==> src/rtl/uart_rx_oversample.sv <==
// 8N1 UART receiver: two-flop synchronizer, oversampling tick, 3-sample mid-bit majority vote, valid/ready output register.
// Define UART_RX_PARITY_EN to insert an even-parity bit between the data bits and the stop bit.
module uart_rx_oversample #(
  parameter int DIVISOR    = 27,
  parameter int OVERSAMPLE = 16,
  parameter int DATA_BITS  = 8
) (
  input  logic                 clock,
  input  logic                 reset,
  input  logic                 rx_async,
  output logic [DATA_BITS-1:0] data_out,
  output logic                 data_valid,
  input  logic                 data_ready,
  output logic                 framing_err,
  output logic                 overrun,
  output logic                 parity_err
);

  localparam int TICK_W = $clog2(DIVISOR);
  localparam int SMP_W  = $clog2(OVERSAMPLE);
  localparam int BIT_W  = $clog2(DATA_BITS + 1);
  localparam int MID    = OVERSAMPLE / 2;

  localparam logic [TICK_W-1:0] TICK_LAST = TICK_W'(DIVISOR - 1);
  localparam logic [SMP_W-1:0]  SMP_LAST  = SMP_W'(OVERSAMPLE - 1);
  localparam logic [SMP_W-1:0]  SMP_V0    = SMP_W'(MID - 1);
  localparam logic [SMP_W-1:0]  SMP_V1    = SMP_W'(MID);
  localparam logic [SMP_W-1:0]  SMP_RES   = SMP_W'(MID + 1);
  localparam logic [BIT_W-1:0]  BIT_LAST  = BIT_W'(DATA_BITS - 1);

  typedef enum logic [2:0] {
    ST_IDLE,
    ST_START,
    ST_DATA,
    ST_PARITY,
    ST_STOP
  } state_t;

  function automatic logic majority3(input logic a, input logic b, input logic c);
    return (a & b) | (a & c) | (b & c);
  endfunction

  state_t                 state;
  logic                   rx_meta_p0;
  logic                   rx_sync_p1;
  logic [TICK_W-1:0]      tick_cnt;
  logic                   tick;
  logic [SMP_W-1:0]       smp_cnt;
  logic [BIT_W-1:0]       bit_idx;
  logic                   vote_p0;
  logic                   vote_p1;
  logic                   bit_vote;
  logic                   at_res;
  logic                   at_end;
  logic                   byte_keep;
  logic [DATA_BITS-1:0]   shift_reg;

  // Stage p0/p1: metastability filter on the raw line, idle-high after reset
  always_ff @(posedge clock) begin
    if (reset) begin
      rx_meta_p0 <= 1'b1;
      rx_sync_p1 <= 1'b1;
    end else begin
      rx_meta_p0 <= rx_async;
      rx_sync_p1 <= rx_meta_p0;
    end
  end

  assign tick     = (tick_cnt == TICK_LAST);
  assign at_res   = tick & (smp_cnt == SMP_RES);
  assign at_end   = tick & (smp_cnt == SMP_LAST);
  assign bit_vote = majority3(vote_p0, vote_p1, rx_sync_p1);

`ifdef UART_RX_PARITY_EN
  logic par_bad;
  assign byte_keep = ~par_bad;
`else
  assign byte_keep  = 1'b1;
  assign parity_err = 1'b0;
`endif

  // Vote capture and LSB-first reconstruction; pure datapath, no reset
  always_ff @(posedge clock) begin
    if (tick && smp_cnt == SMP_V0) vote_p0 <= rx_sync_p1;
    if (tick && smp_cnt == SMP_V1) vote_p1 <= rx_sync_p1;
    if (state == ST_DATA && at_res) shift_reg <= {bit_vote, shift_reg[DATA_BITS-1:1]};
  end

  always_ff @(posedge clock) begin
    if (reset) begin
      state       <= ST_IDLE;
      tick_cnt    <= '0;
      smp_cnt     <= '0;
      bit_idx     <= '0;
      data_out    <= '0;
      data_valid  <= 1'b0;
      framing_err <= 1'b0;
      overrun     <= 1'b0;
`ifdef UART_RX_PARITY_EN
      parity_err  <= 1'b0;
      par_bad     <= 1'b0;
`endif
    end else begin
      framing_err <= 1'b0;
      overrun     <= 1'b0;
`ifdef UART_RX_PARITY_EN
      parity_err  <= 1'b0;
`endif
      tick_cnt <= tick ? '0 : tick_cnt + 1'b1;
      if (tick) smp_cnt <= (smp_cnt == SMP_LAST) ? '0 : smp_cnt + 1'b1;
      // A completing byte below overrides this consume
      if (data_valid && data_ready) data_valid <= 1'b0;

      case (state)
        ST_IDLE: begin
          smp_cnt <= '0;
          if (!rx_sync_p1) begin
            state    <= ST_START;
            tick_cnt <= '0;
          end
        end
        ST_START: begin
          if (at_res && bit_vote) begin
            state <= ST_IDLE;
          end else if (at_end) begin
            state   <= ST_DATA;
            bit_idx <= '0;
          end
        end
        ST_DATA: begin
          if (at_end) begin
            if (bit_idx == BIT_LAST) begin
`ifdef UART_RX_PARITY_EN
              state <= ST_PARITY;
`else
              state <= ST_STOP;
`endif
            end else begin
              bit_idx <= bit_idx + 1'b1;
            end
          end
        end
`ifdef UART_RX_PARITY_EN
        ST_PARITY: begin
          if (at_res) begin
            par_bad    <= (bit_vote != ^shift_reg);
            parity_err <= (bit_vote != ^shift_reg);
          end
          if (at_end) state <= ST_STOP;
        end
`endif
        ST_STOP: begin
          if (at_res) begin
            state <= ST_IDLE;
            if (!bit_vote) begin
              framing_err <= 1'b1;
            end else if (byte_keep) begin
              if (!data_valid || data_ready) begin
                data_out   <= shift_reg;
                data_valid <= 1'b1;
              end else begin
                overrun <= 1'b1;
              end
            end
          end
        end
        default: state <= ST_IDLE;
      endcase
    end
  end

endmodule

==> config.mk <==
export PLATFORM = sky130hd
export DESIGN_NAME = uart_rx_oversample
export DESIGN_NICKNAME = d
export VERILOG_FILES = /design/src/rtl/uart_rx_oversample.sv
export SDC_FILE = /design/constraint.sdc
export NUM_CORES = 1
export LEC_CHECK = 0
export ABC_AREA = 1
export CAP_MARGIN = 20
export CORE_ASPECT_RATIO = 0.8
export CORE_MARGIN = 4
export CORE_UTILIZATION = 50
export CTS_CLUSTER_DIAMETER = 80
export DETAILED_ROUTE_END_ITERATION = 8
export HOLD_SLACK_MARGIN = 0.15
export PLACE_DENSITY = 0.78
export SETUP_SLACK_MARGIN = 0.1
export SLEW_MARGIN = 5
export SYNTH_ARGS = -nofsm -noshare
export SYNTH_HDL_FRONTEND = slang
export SYNTH_SLANG_ARGS = --single-unit
==> constraint.sdc <==
create_clock -name clock -period 2.55 [get_ports clock]
set_input_delay 0.6375 -clock clock [delete_from_list [all_inputs] [get_ports clock]]
set_output_delay 0.6375 -clock clock [all_outputs]
set_load 0.02 [all_outputs]
### Word level (Yosys, flattened, before mapping)

Cells that the tools add are included.

* add/subtract/negate cells: 3
* $mul: 0
* div/mod/pow operators: 0
* $lt $le $gt $ge: 0
* equal/unequal tests: 17
* shifts and indexed selects: 0
* multiplexer cells: 23
* bitwise logic cells: 10
* reduce and logical (&&, ||, !) cells: 15

Operator list (count)
* 4-bit 2-to-1 mux: 5
* 3-bit 2-to-1 mux: 6
* 5-bit 2-to-1 mux: 3
* 4-bit == test, second input constant: 3
* 2-bit inequality test, second input constant: 6
* 3-bit case mux with 4 select lines: 1
* 5-bit AND reduction: 2
* 4-bit by 1-bit adder with 4-bit output, second input constant: 2
* 4-bit by 3-bit == test with 1-bit output, second input constant: 2
* 4-bit case mux with 2 select lines: 1
* 1-bit 2-to-1 mux: 7
* 5-bit by 1-bit adder with 5-bit output, second input constant: 1
* 1-bit bitwise AND: 5
* 5-bit == test, second input constant: 1
* 1-bit logical AND: 5
* 4-bit AND reduction: 1
* 4-bit OR reduction: 1
* 3-bit by 1-bit == test with 1-bit output, second input constant: 1
* 3-bit by 2-bit == test with 1-bit output, second input constant: 1
* 3-bit == test, second input constant: 1
* 3-bit zero test: 1
* 3-bit inequality test, second input constant: 1
* 1-bit NOT: 3
* 3-bit OR reduction: 1
* 6 further kinds: 7

* register bits: 39
* bits in latches: 0
* memory bits (writable): 0
* ROM bits: 0
* bits of input ports: 4
* output and inout bits: 12
* logic and storage cells: 81
* memories: 0

### Depth between registers and ports, before layout

Gate-level depths: netlist (run 1).

* word-level depth: 6
* mapped depth: 11

### Worst setup path after synthesis (run 1)

No wires, ideal clock.

* kind: register -> register
* from: register tick_cnt[0]
* to: register shift_reg[0] (enable)
* data arrival time: 1.282 ns
* path slack: 0.898 ns
* cell stages (with the launch flop): 7
* cell sequence: dfxtp_1 -> inv_1 -> ha_1 -> nand2_1 -> nor2_4 -> nand2_1 -> nor2_1

* cells in the longest elaborated chain, start to end: 3

RTL lines
* start: declaration: line 46 `logic [TICK_W-1:0] tick_cnt;`
* start signal: assignment: line 109 `tick_cnt <= tick ? '0 : tick_cnt + 1'b1;`
* 5-bit == test: line 69 `assign tick = (tick_cnt == TICK_LAST);`
* 1-bit bitwise AND: line 70 `assign at_res = tick & (smp_cnt == SMP_RES);`
* 1-bit logical AND: line 86 `if (state == ST_DATA && at_res) shift_reg <= {bit_vote, shift_reg[DATA_BITS-1:1]};`
* end signal: assignment: line 86
* end: declaration: line 56 `logic [DATA_BITS-1:0] shift_reg;`

No other way between the ends.
A chain may end at the register's enable or synchronous reset.

### Worst setup path after layout (run 1)

* from: register data_out[0]
* to: output port data_out[0]

RTL lines
* start: declaration: line 11 `output logic [DATA_BITS-1:0] data_out,`
* start signal: assignment: line 159 `data_out <= shift_reg;`

No word-level cell between the ends.

==> results.json, run 1 <==
{
  "outcome": "complete, no violations",
  "cts.root.buffer_cell": "sky130_fd_sc_hd__clkbuf_8",
  "post-route-min-period_ns": 1.88,
  "cts_hold_buf": 0,
  "cts_setup_buffers": 0,
  "grt_pass1_wl_mm": 5.02,
  "clk_pin_slew_ns": 0.08,
  "setup_violations": 0,
  "netlist_instances": 192,
  "rsz0062_at_grt": "no",
  "yosys.area.top_type": "sky130_fd_sc_hd__dfxtp_1",
  "firstDrtPassIters": 4,
  "preCtsSetupSlack_ns": 0.525,
  "synth_cell_types": 25,
  "area_growth_pct": 18.3,
  "drt-wirelength-per-cell_um": 11.0,
  "cpLargestDelayFamily": "buffers and inverters",
  "p_per_area_nw_per_um2": 733,
  "final.setup_skew_ns": 0.00819,
  "mostFrequentLayoutCells": "sky130_fd_sc_hd__nor2_1, sky130_fd_sc_hd__dfxtp_1, sky130_fd_sc_hd__nand2_1",
  "drt.antenna.violating_nets": 0,
  "synth_top_cell_area_share": 0.356,
  "placedInstanceArea_um2": 1820,
  "tritoncts": "built",
  "ys.warnings.count": 0,
  "std_cell_rows": 18,
  "boundaryPins": 16,
  "data_required_critical_path_ns": 1.91,
  "syn-cell-area_um2": 1630,
  "max-vdd-ir-drop_uv": 507,
  "die-width_um": 71.9,
  "floorplan.die_area_um2": 4250,
  "cts-root-to-sink-buffers": 2,
  "path_cells": "clkdlybuf4s50_1",
  "critPathMaxFanout": 2,
  "final_hold_viol_count": 0,
  "post_synthesis_sequential_element_count": 39,
  "fin_area_um2": 1930,
  "critPathKind": "flop to output pin",
  "timing.final.max_slew_violations": 0,
  "drt-total-wl_mm": 2.78,
  "n_antenna_cell": 0,
  "drt_iter0_markers": 80,
  "cp.buffers_inverters": 1,
  "track_usage": 0.155,
  "initial_antenna_violation_count": 0,
  "via_count": 1238,
  "cp-end-kind": "output pin",
  "place_inst": 245,
  "avg_cell_area_syn_um2": 8.50,
  "synth_top_cells_by_area": "sky130_fd_sc_hd__dfxtp_1, sky130_fd_sc_hd__edfxtp_1, sky130_fd_sc_hd__nor2_1, sky130_fd_sc_hd__nand2_1, sky130_fd_sc_hd__inv_1",
  "clock_sinks": 39,
  "final_ws_setup_ns": 0.666,
  "globalRouteOverflowTotal": 0,
  "clk-insertion-delay-late_ns": 0.30,
  "hp-class": "flop to flop",
  "critPathArrivalTime_ns": 1.25,
  "maximum_number_of_pins_on_one_net_before_global_route_repair": 16,
  "number_of_buffers_added_by_the_clock_tree_synthesis_step": 5,
  "timing.critical_path.from_type": "flop",
  "drc": 0,
  "first_global_vias": 1161,
  "post_cts_resized": 0,
  "max_cap_viol_count": 0,
  "timing.setup.tns_ns": 0,
  "min_period_over_period": 0.739,
  "synth.net_count": 202,
  "post_route_cells_drive_above_1_share": 0.0845,
  "fmaxAchievable_mhz": 531,
  "io_buffers": 14,
  "initial_utilization": 0.525,
  "cts.htree.levels": 2,
  "critical-path-slowest-cell": "sky130_fd_sc_hd__clkdlybuf4s50_1",
  "final_cells": 253,
  "detailed_place_hpwl_mm": 2.00,
  "fin_nets": 222,
  "ys_seq_area_frac": 0.540,
  "gpl.final_weighted_congestion": 0.773,
  "layout.cells.most_common": "sky130_fd_sc_hd__nor2_1",
  "post-route-util": 0.621,
  "power_leakage_nw": 0.734,
  "die-height_um": 59.1,
  "core-area_um2": 3110,
  "viasPerCell": 4.89,
  "timing.critical_path.slowest_cell_delay_ns": 0.60
}
## cells by family (layout without fill, tap and decap cells)
group           after synthesis  after routing  synth area share
xor+xnor                      3              3            0.0161
fa+ha+maj                     6              6            0.0460
simple gates                 93             93             0.260
compound gates               24             24            0.0736
buf+inv                      26             47            0.0621
flops                        39             39             0.540
other cells                   1              1           0.00230
## stage by stage
stage	total power (W)	hold WS, ns
after floorplan	0.000873	0.389
after global placement	0.000910	0.397
after detailed placement	0.000916	0.397
after CTS	0.00143	0.415
after global routing	0.00150	0.435
final	0.00142	0.412
## per-layer routing
metal,share of wire,track usage,wire [um],up-vias
li1,-,-,-,653
met1,0.50,0.204,1380,547
met2,0.41,0.229,1150,31
met3,0.066,0.0458,182,7
met4,0.026,0.0885,71,0
met5,0,0,0,-
## worst paths after layout
path	cells past startpoint	slack, ns	from	end
setup / recovery	1	0.67	data_out[0]	data_out[0]
setup reg to reg	9	0.81	tick_cnt[0]	data_out[7]
hold reg to reg	1	0.41	rx_meta_p0	rx_sync_p1
hold / removal	1	0.41	rx_meta_p0	rx_sync_p1
## power breakdown
group          switching, W  total (W)  internal (W)
clock network      0.000222   0.000513      0.000291
registers         0.0000314   0.000696      0.000665
logic              0.000132   0.000206     0.0000745
total              0.000385    0.00142       0.00103
## synthesized netlist by cell type, drive strengths merged
cell type,count
xor2,2
or2,2
ha,6
xnor2,1
nand2,27
nor4,1
inv,24
nor3,7
edfxtp,10
buf,2
o21ai,17
dfxtp,29
nand3,11
nand3b,1
conb,1
nor2,44
a21oi,7
## layout make-up
| cell class | count | area (um2) |
|---|---|---|
| Fill cell | 282 | 1180 |
| Sequential cell | 39 | 881 |
| Multi-Input combinational cell | 127 | 649 |
| Clock buffer | 5 | 68.8 |
| Inverter | 24 | 90.1 |
| Timing Repair Buffer | 15 | 148 |
| Tap cell | 40 | 50.0 |
| Clock inverter | 3 | 43.8 |
(Power assumes the default switching activity.)
==> inputs of run 2 (changes only) <==
PLACE_DENSITY = 0.81   (was 0.78)
clock period = 1.65 ns   (was 2.55 ns; I/O delays follow)
==> run 2 against run 1 <==
  * Core utilization up 6.2 points
  * Clock skew up 0.0028 ns
  * Sequential power up 55%
  * Die area unchanged
  * Power up 62%
  * Combinational power up 110%
==> results.json, run 2 (synthesized netlist as in run 1, its figures left out) <==
{
  "final.setup_skew_ns": 0.0110,
  "reg2reg_to": "vote_p0",
  "fin_area_um2": 2120,
  "clk_pin_slew_ns": 0.08,
  "floorplan.die_area_um2": 4250,
  "outcome": "complete, no violations",
  "n_antenna_cell": 0,
  "drt-total-wl_mm": 3.32,
  "placedInstanceArea_um2": 1850,
  "timing.critical_path.from_type": "flop",
  "drc": 0,
  "fmaxAchievable_mhz": 637,
  "io_buffers": 14,
  "maximum_number_of_pins_on_one_net_before_global_route_repair": 14,
  "rsz0062_at_grt": "yes",
  "p_per_area_nw_per_um2": 1080,
  "viasPerCell": 5.01,
  "die-width_um": 71.9,
  "gpl.final_weighted_congestion": 0.768,
  "std_cell_rows": 18,
  "max-vdd-ir-drop_uv": 582,
  "layout.cells.most_common": "sky130_fd_sc_hd__nor2_1",
  "cts-root-to-sink-buffers": 2,
  "first_global_vias": 1206,
  "min_period_over_period": 0.952,
  "hold_path.startpoint": "rx_meta_p0",
  "tritoncts": "built",
  "mostFrequentLayoutCells": "sky130_fd_sc_hd__nor2_1, sky130_fd_sc_hd__dfxtp_1, sky130_fd_sc_hd__inv_1",
  "timing.setup.tns_ns": 0,
  "fin_nets": 231,
  "number_of_buffers_added_by_the_clock_tree_synthesis_step": 5,
  "drt-wirelength-per-cell_um": 12.7,
  "firstDrtPassIters": 4,
  "cts.root.buffer_cell": "sky130_fd_sc_hd__clkbuf_8",
  "whs_endpoint": "rx_sync_p1",
  "fill_cells": 242,
  "grt_pass1_wl_mm": 5.16,
  "critPathKind": "flop to flop",
  "timing.final.max_slew_violations": 0,
  "power_leakage_nw": 0.860,
  "setup_violations": 0,
  "drt.antenna.violating_nets": 0,
  "boundaryPins": 16,
  "die-height_um": 59.1,
  "critPathMaxFanout": 6,
  "core-area_um2": 3110,
  "detailed_place_hpwl_mm": 2.07,
  "timing.reg2reg.worst_path_depth": 8,
  "regToRegStartpoint": "tick_cnt[0]",
  "critPathArrivalTime_ns": 1.58,
  "initial_utilization": 0.525,
  "fin_total_pwr_w": 0.00230,
  "area_growth_pct": 30.1,
  "drt_iter0_markers": 104,
  "hp-class": "flop to flop",
  "final_hold_viol_count": 0,
  "timing.slew.headroom": 0.653,
  "worst_pin_slew_ns": 0.516,
  "post-route-min-period_ns": 1.57,
  "r2r_setup_slk_ns": 0.08,
  "initial_antenna_violation_count": 0,
  "post_route_cells_drive_above_1_share": 0.270,
  "cp-end-kind": "flop",
  "track_usage": 0.162,
  "max_cap_viol_count": 0,
  "globalRouteOverflowTotal": 0,
  "clk-insertion-delay-late_ns": 0.30,
  "clock_sinks": 39,
  "via_count": 1313,
  "data_required_critical_path_ns": 1.66,
  "cts.htree.levels": 2,
  "holdPathStages": 1
}
==> run 2: metal layers <==
metal  GRT usage  share of wire  vias to the layer above
li1            -              -                      672
met1       0.200           0.46                      603
met2       0.253           0.46                       30
met3      0.0678          0.054                        8
met4      0.0643          0.022                        0
met5           0              0                        -
==> run 2: per-stage QoR <==
stage	worst slack, ns	instances	hold slack (ns)	util
global route	-0.0000500	262	0.422	0.683
CTS	0.101	260	0.417	0.641
detailed placement	-0.00914	249	0.398	0.595
floorplan	0.138	192	0.389	-
global placement	0.0506	249	0.397	0.595
finish	0.0794	262	0.419	0.683
==> run 2: what timing repair did <==
item,in CTS,in global routing
setup endpoints to repair,17,18
buffers inserted,3,2
hold buffers,0,0
pin swaps,3,11
resized for setup,17,43
==> run 2: worst max-delay path: stages (launching register included) <==
cell and delay (ns):
sky130_fd_sc_hd__dfxtp_2 0.33, sky130_fd_sc_hd__inv_2 0.06, sky130_fd_sc_hd__ha_4 0.13, sky130_fd_sc_hd__nand2_2 0.06, sky130_fd_sc_hd__nor2_4 0.19, sky130_fd_sc_hd__buf_4 0.14
sky130_fd_sc_hd__buf_4 0.13, sky130_fd_sc_hd__inv_1 0.11, sky130_fd_sc_hd__nor3_2 0.14
==> run 2: power by group <==
part	leakage [nW]	switching, W	internal [W]	total [W]
Sequential	0.326	0.0000532	0.00103	0.00108
Combinational	0.475	0.000272	0.000152	0.000423
Clock	0.0581	0.000340	0.000450	0.000790
Total	0.860	0.000665	0.00163	0.00230
==> run 2: worst max-delay path by stage <==
stage	start	end	slack, ns
6_report	tick_cnt[0]	vote_p0	0.08
5_1_grt	tick_cnt[0]	vote_p0	-0.00005
4_1_cts	smp_cnt[1]	data_out[5]	0.10
3_5_place_dp	data_ready	data_out[4]	-0.009
3_3_place_gp	data_ready	data_out[4]	0.05
2_1_floorplan	tick_cnt[0]	shift_reg[0]	0.14
==> run 2: area by class of cell <==
| cell class | count | area [um2] | area share |
|---|---|---|---|
| multi-input combinational | 127 | 773 | 0.364 |
| timing repair buffer | 24 | 209 | 0.0985 |
| tap | 40 | 50.0 | 0.0236 |
| clock buffer | 5 | 68.8 | 0.0324 |
| inverter | 24 | 92.6 | 0.0436 |
| sequential | 39 | 885 | 0.417 |
| clock inverter | 3 | 43.8 | 0.0206 |
==> inputs of run 3 (changes only) <==
ABC_AREA = unset   (was 1)
==> run 3 against run 2 <==
  * Via count up 0.76%
  * First-iteration DRC count down 24%
  * Count of clock-buffer cells in the layout up 2
  * Clock power down 21%
  * Area after synthesis up 3.5%
  * Non-clock buffer count up 1
  * Sequential power down 8%
  * Sequential cell count unchanged
  * Power down 25%
  * Register-to-register slack better by 0.03 ns
  * Design area down 3.8%
  * Largest power group unchanged
  * Highest routed layer unchanged
==> results.json, run 3 <==
{
  "clk_pin_slew_ns": 0.07,
  "syn-cell-area_um2": 1690,
  "n_antenna_cell": 0,
  "avg_cell_area_syn_um2": 10.2,
  "path_cells": "inv_1 > ha_1 > and4b_2 > nand4_1 > nor2_2 > o221ai_1",
  "adder_cell_fraction_of_synth_area": 0.0504,
  "tritoncts": "built",
  "rsz0062_at_grt": "yes",
  "via_count": 1323,
  "synth.net_count": 175,
  "initial_utilization": 0.535,
  "ys_async_sr_fraction": 0,
  "cts.root.buffer_cell": "sky130_fd_sc_hd__clkbuf_8",
  "post_synthesis_mux_area_share": 0.0119,
  "cts.htree.levels": 2,
  "timing.critical_path.slowest_cell_delay_ns": 0.33,
  "hold_slack_ns": 0.417,
  "timing.setup.tns_ns": 0,
  "drc": 0,
  "maximum_number_of_pins_on_one_net_before_global_route_repair": 13,
  "cts_hold_buf": 0,
  "drt_iter0_markers": 79,
  "setup_violations": 0,
  "max-vdd-ir-drop_uv": 801,
  "final_ws_setup_ns": 0.111,
  "drt-wirelength-per-cell_um": 16.1,
  "std_cell_rows": 18,
  "floorplan.die_area_um2": 4380,
  "max_cap_viol_count": 0,
  "drt.antenna.violating_nets": 0,
  "track_usage": 0.178,
  "critPathKind": "flop to flop",
  "die-height_um": 60.0,
  "hp-class": "flop to flop",
  "grt_pass1_wl_mm": 5.80,
  "post_synthesis_sequential_element_count": 39,
  "synth_xor_xnor_area_share": 0.0259,
  "drt-total-wl_mm": 3.70,
  "detailed_place_hpwl_mm": 2.68,
  "outcome": "complete, no violations",
  "final.setup_skew_ns": 0.00268,
  "critPathMaxFanout": 8,
  "synth_cell_types": 39,
  "firstDrtPassIters": 4,
  "final_hold_viol_count": 0,
  "number_of_buffers_added_by_the_clock_tree_synthesis_step": 5,
  "viasPerCell": 5.78,
  "netlist_instances": 165,
  "critPathArrivalTime_ns": 1.71,
  "ys.warnings.count": 0,
  "io_buffers": 14,
  "yosys.area.top_type": "sky130_fd_sc_hd__dfxtp_1",
  "synth-edff-count": 10,
  "synth_compound_area_frac": 0.110,
  "min_period_over_period": 0.933,
  "synth_top_cell_area_share": 0.344,
  "critical-path-slowest-cell": "sky130_fd_sc_hd__and4b_2",
  "preCtsSetupSlack_ns": -0.00169,
  "post-route-min-period_ns": 1.54,
  "first_global_vias": 1264,
  "yosysMostFrequentCell": "sky130_fd_sc_hd__dfxtp_1",
  "clk-insertion-delay-late_ns": 0.29,
  "die-width_um": 73.0,
  "initial_antenna_violation_count": 0,
  "ys.flop_type": "sky130_fd_sc_hd__dfxtp_1",
  "timing.final.max_slew_violations": 0,
  "power_leakage_nw": 0.750,
  "globalRouteOverflowTotal": 0,
  "clock_sinks": 39,
  "p_per_area_nw_per_um2": 840,
  "dominant_combinational_cell_family_by_area_after_synthesis": "simple AND/OR/NAND/NOR gates",
  "area_growth_pct": 20.9,
  "fin_total_pwr_w": 0.00171,
  "gpl.final_weighted_congestion": 0.792,
  "fmaxAchievable_mhz": 650,
  "timing.critical_path.from_type": "flop",
  "cts-root-to-sink-buffers": 2,
  "fin_nets": 198,
  "commonest_cells_in_the_synthesized_netlist": "sky130_fd_sc_hd__dfxtp_1, sky130_fd_sc_hd__nand3_1, sky130_fd_sc_hd__nor2_1",
  "boundaryPins": 16,
  "post_route_cells_drive_above_1_share": 0.228,
  "data_required_critical_path_ns": 1.82,
  "ys_seq_area_frac": 0.522,
  "yosys.area_share.simple": 0.236,
  "synth_top_cells_by_area": "sky130_fd_sc_hd__dfxtp_1, sky130_fd_sc_hd__edfxtp_1, sky130_fd_sc_hd__ha_1, sky130_fd_sc_hd__nand3_1, sky130_fd_sc_hd__a21oi_1",
  "mostFrequentLayoutCells": "sky130_fd_sc_hd__dfxtp_1, sky130_fd_sc_hd__nand3_1, sky130_fd_sc_hd__a21oi_1",
  "layout.cells.most_common": "sky130_fd_sc_hd__dfxtp_1",
  "cp-end-kind": "flop",
  "core-area_um2": 3150
}
## run 3: path summary, 6_finish.rpt
path | from | to | slack (ns) | cells after the start
max | tick_cnt[0] | bit_idx[2] | 0.11 | 6
min | rx_meta_p0 | rx_sync_p1 | 0.42 | 1
max reg2reg | tick_cnt[0] | bit_idx[2] | 0.11 | 6
min reg2reg | rx_meta_p0 | rx_sync_p1 | 0.42 | 1
## run 3: power breakdown
| part | leakage [nW] | internal [W] | switching, W |
|---|---|---|---|
| Clock | 0.0422 | 0.000297 | 0.000325 |
| Sequential | 0.326 | 0.000988 | 0.00000884 |
| Combinational | 0.383 | 0.0000434 | 0.0000516 |
| Total | 0.750 | 0.00133 | 0.000386 |
## run 3: critical path, delay by kind of cell (launching register included)
kind,cells,cell delay (ns)
AOI/OAI and AO/OA,1,0.15
adders and majority gates,1,0.14
buffers and inverters,1,0.06
DFF,1,0.32
and+or+nand+nor,3,0.75
## run 3: routing by layer
| layer | up-vias | part of all wire | GRT usage |
|---|---|---|---|
| met5 | - | 0 | 0 |
| met4 | 0 | 0.019 | 0.0605 |
| met3 | 11 | 0.053 | 0.0639 |
| li1 | 638 | - | - |
| met2 | 48 | 0.52 | 0.321 |
| met1 | 626 | 0.41 | 0.195 |
## run 3: cells by family (layout without fill, tap and decap cells)
family,count (synthesis),count (layout)
compound gates,31,31
xor+xnor,5,5
fa+ha+maj,7,7
buf+inv,15,39
flops,39,39
mux,2,2
other cells,1,1
simple gates,65,65
## run 3: through the flow
step | util | instance area (um2) | std cells
after detailed placement | 0.604 | 1900 | 219
after global placement | 0.604 | 1900 | 219
after CTS | 0.629 | 1980 | 228
final | 0.647 | 2040 | 229
after global routing | 0.647 | 2040 | 229
after floorplan | - | 1700 | 165
## run 3: layout make-up
type | count | area, um2
Clock buffer | 7 | 76.3
Clock inverter | 1 | 5.00
Fill cell | 244 | 1110
Inverter | 6 | 22.5
Multi-Input combinational cell | 111 | 792
Sequential cell | 39 | 886
Tap cell | 40 | 50.0
Timing Repair Buffer | 25 | 209
## run 3: what timing repair did
action	in CTS	in global routing
pin swaps	2	7
buffers inserted	1	1
endpoints found under the setup margin	35	25
resized for setup	14	17
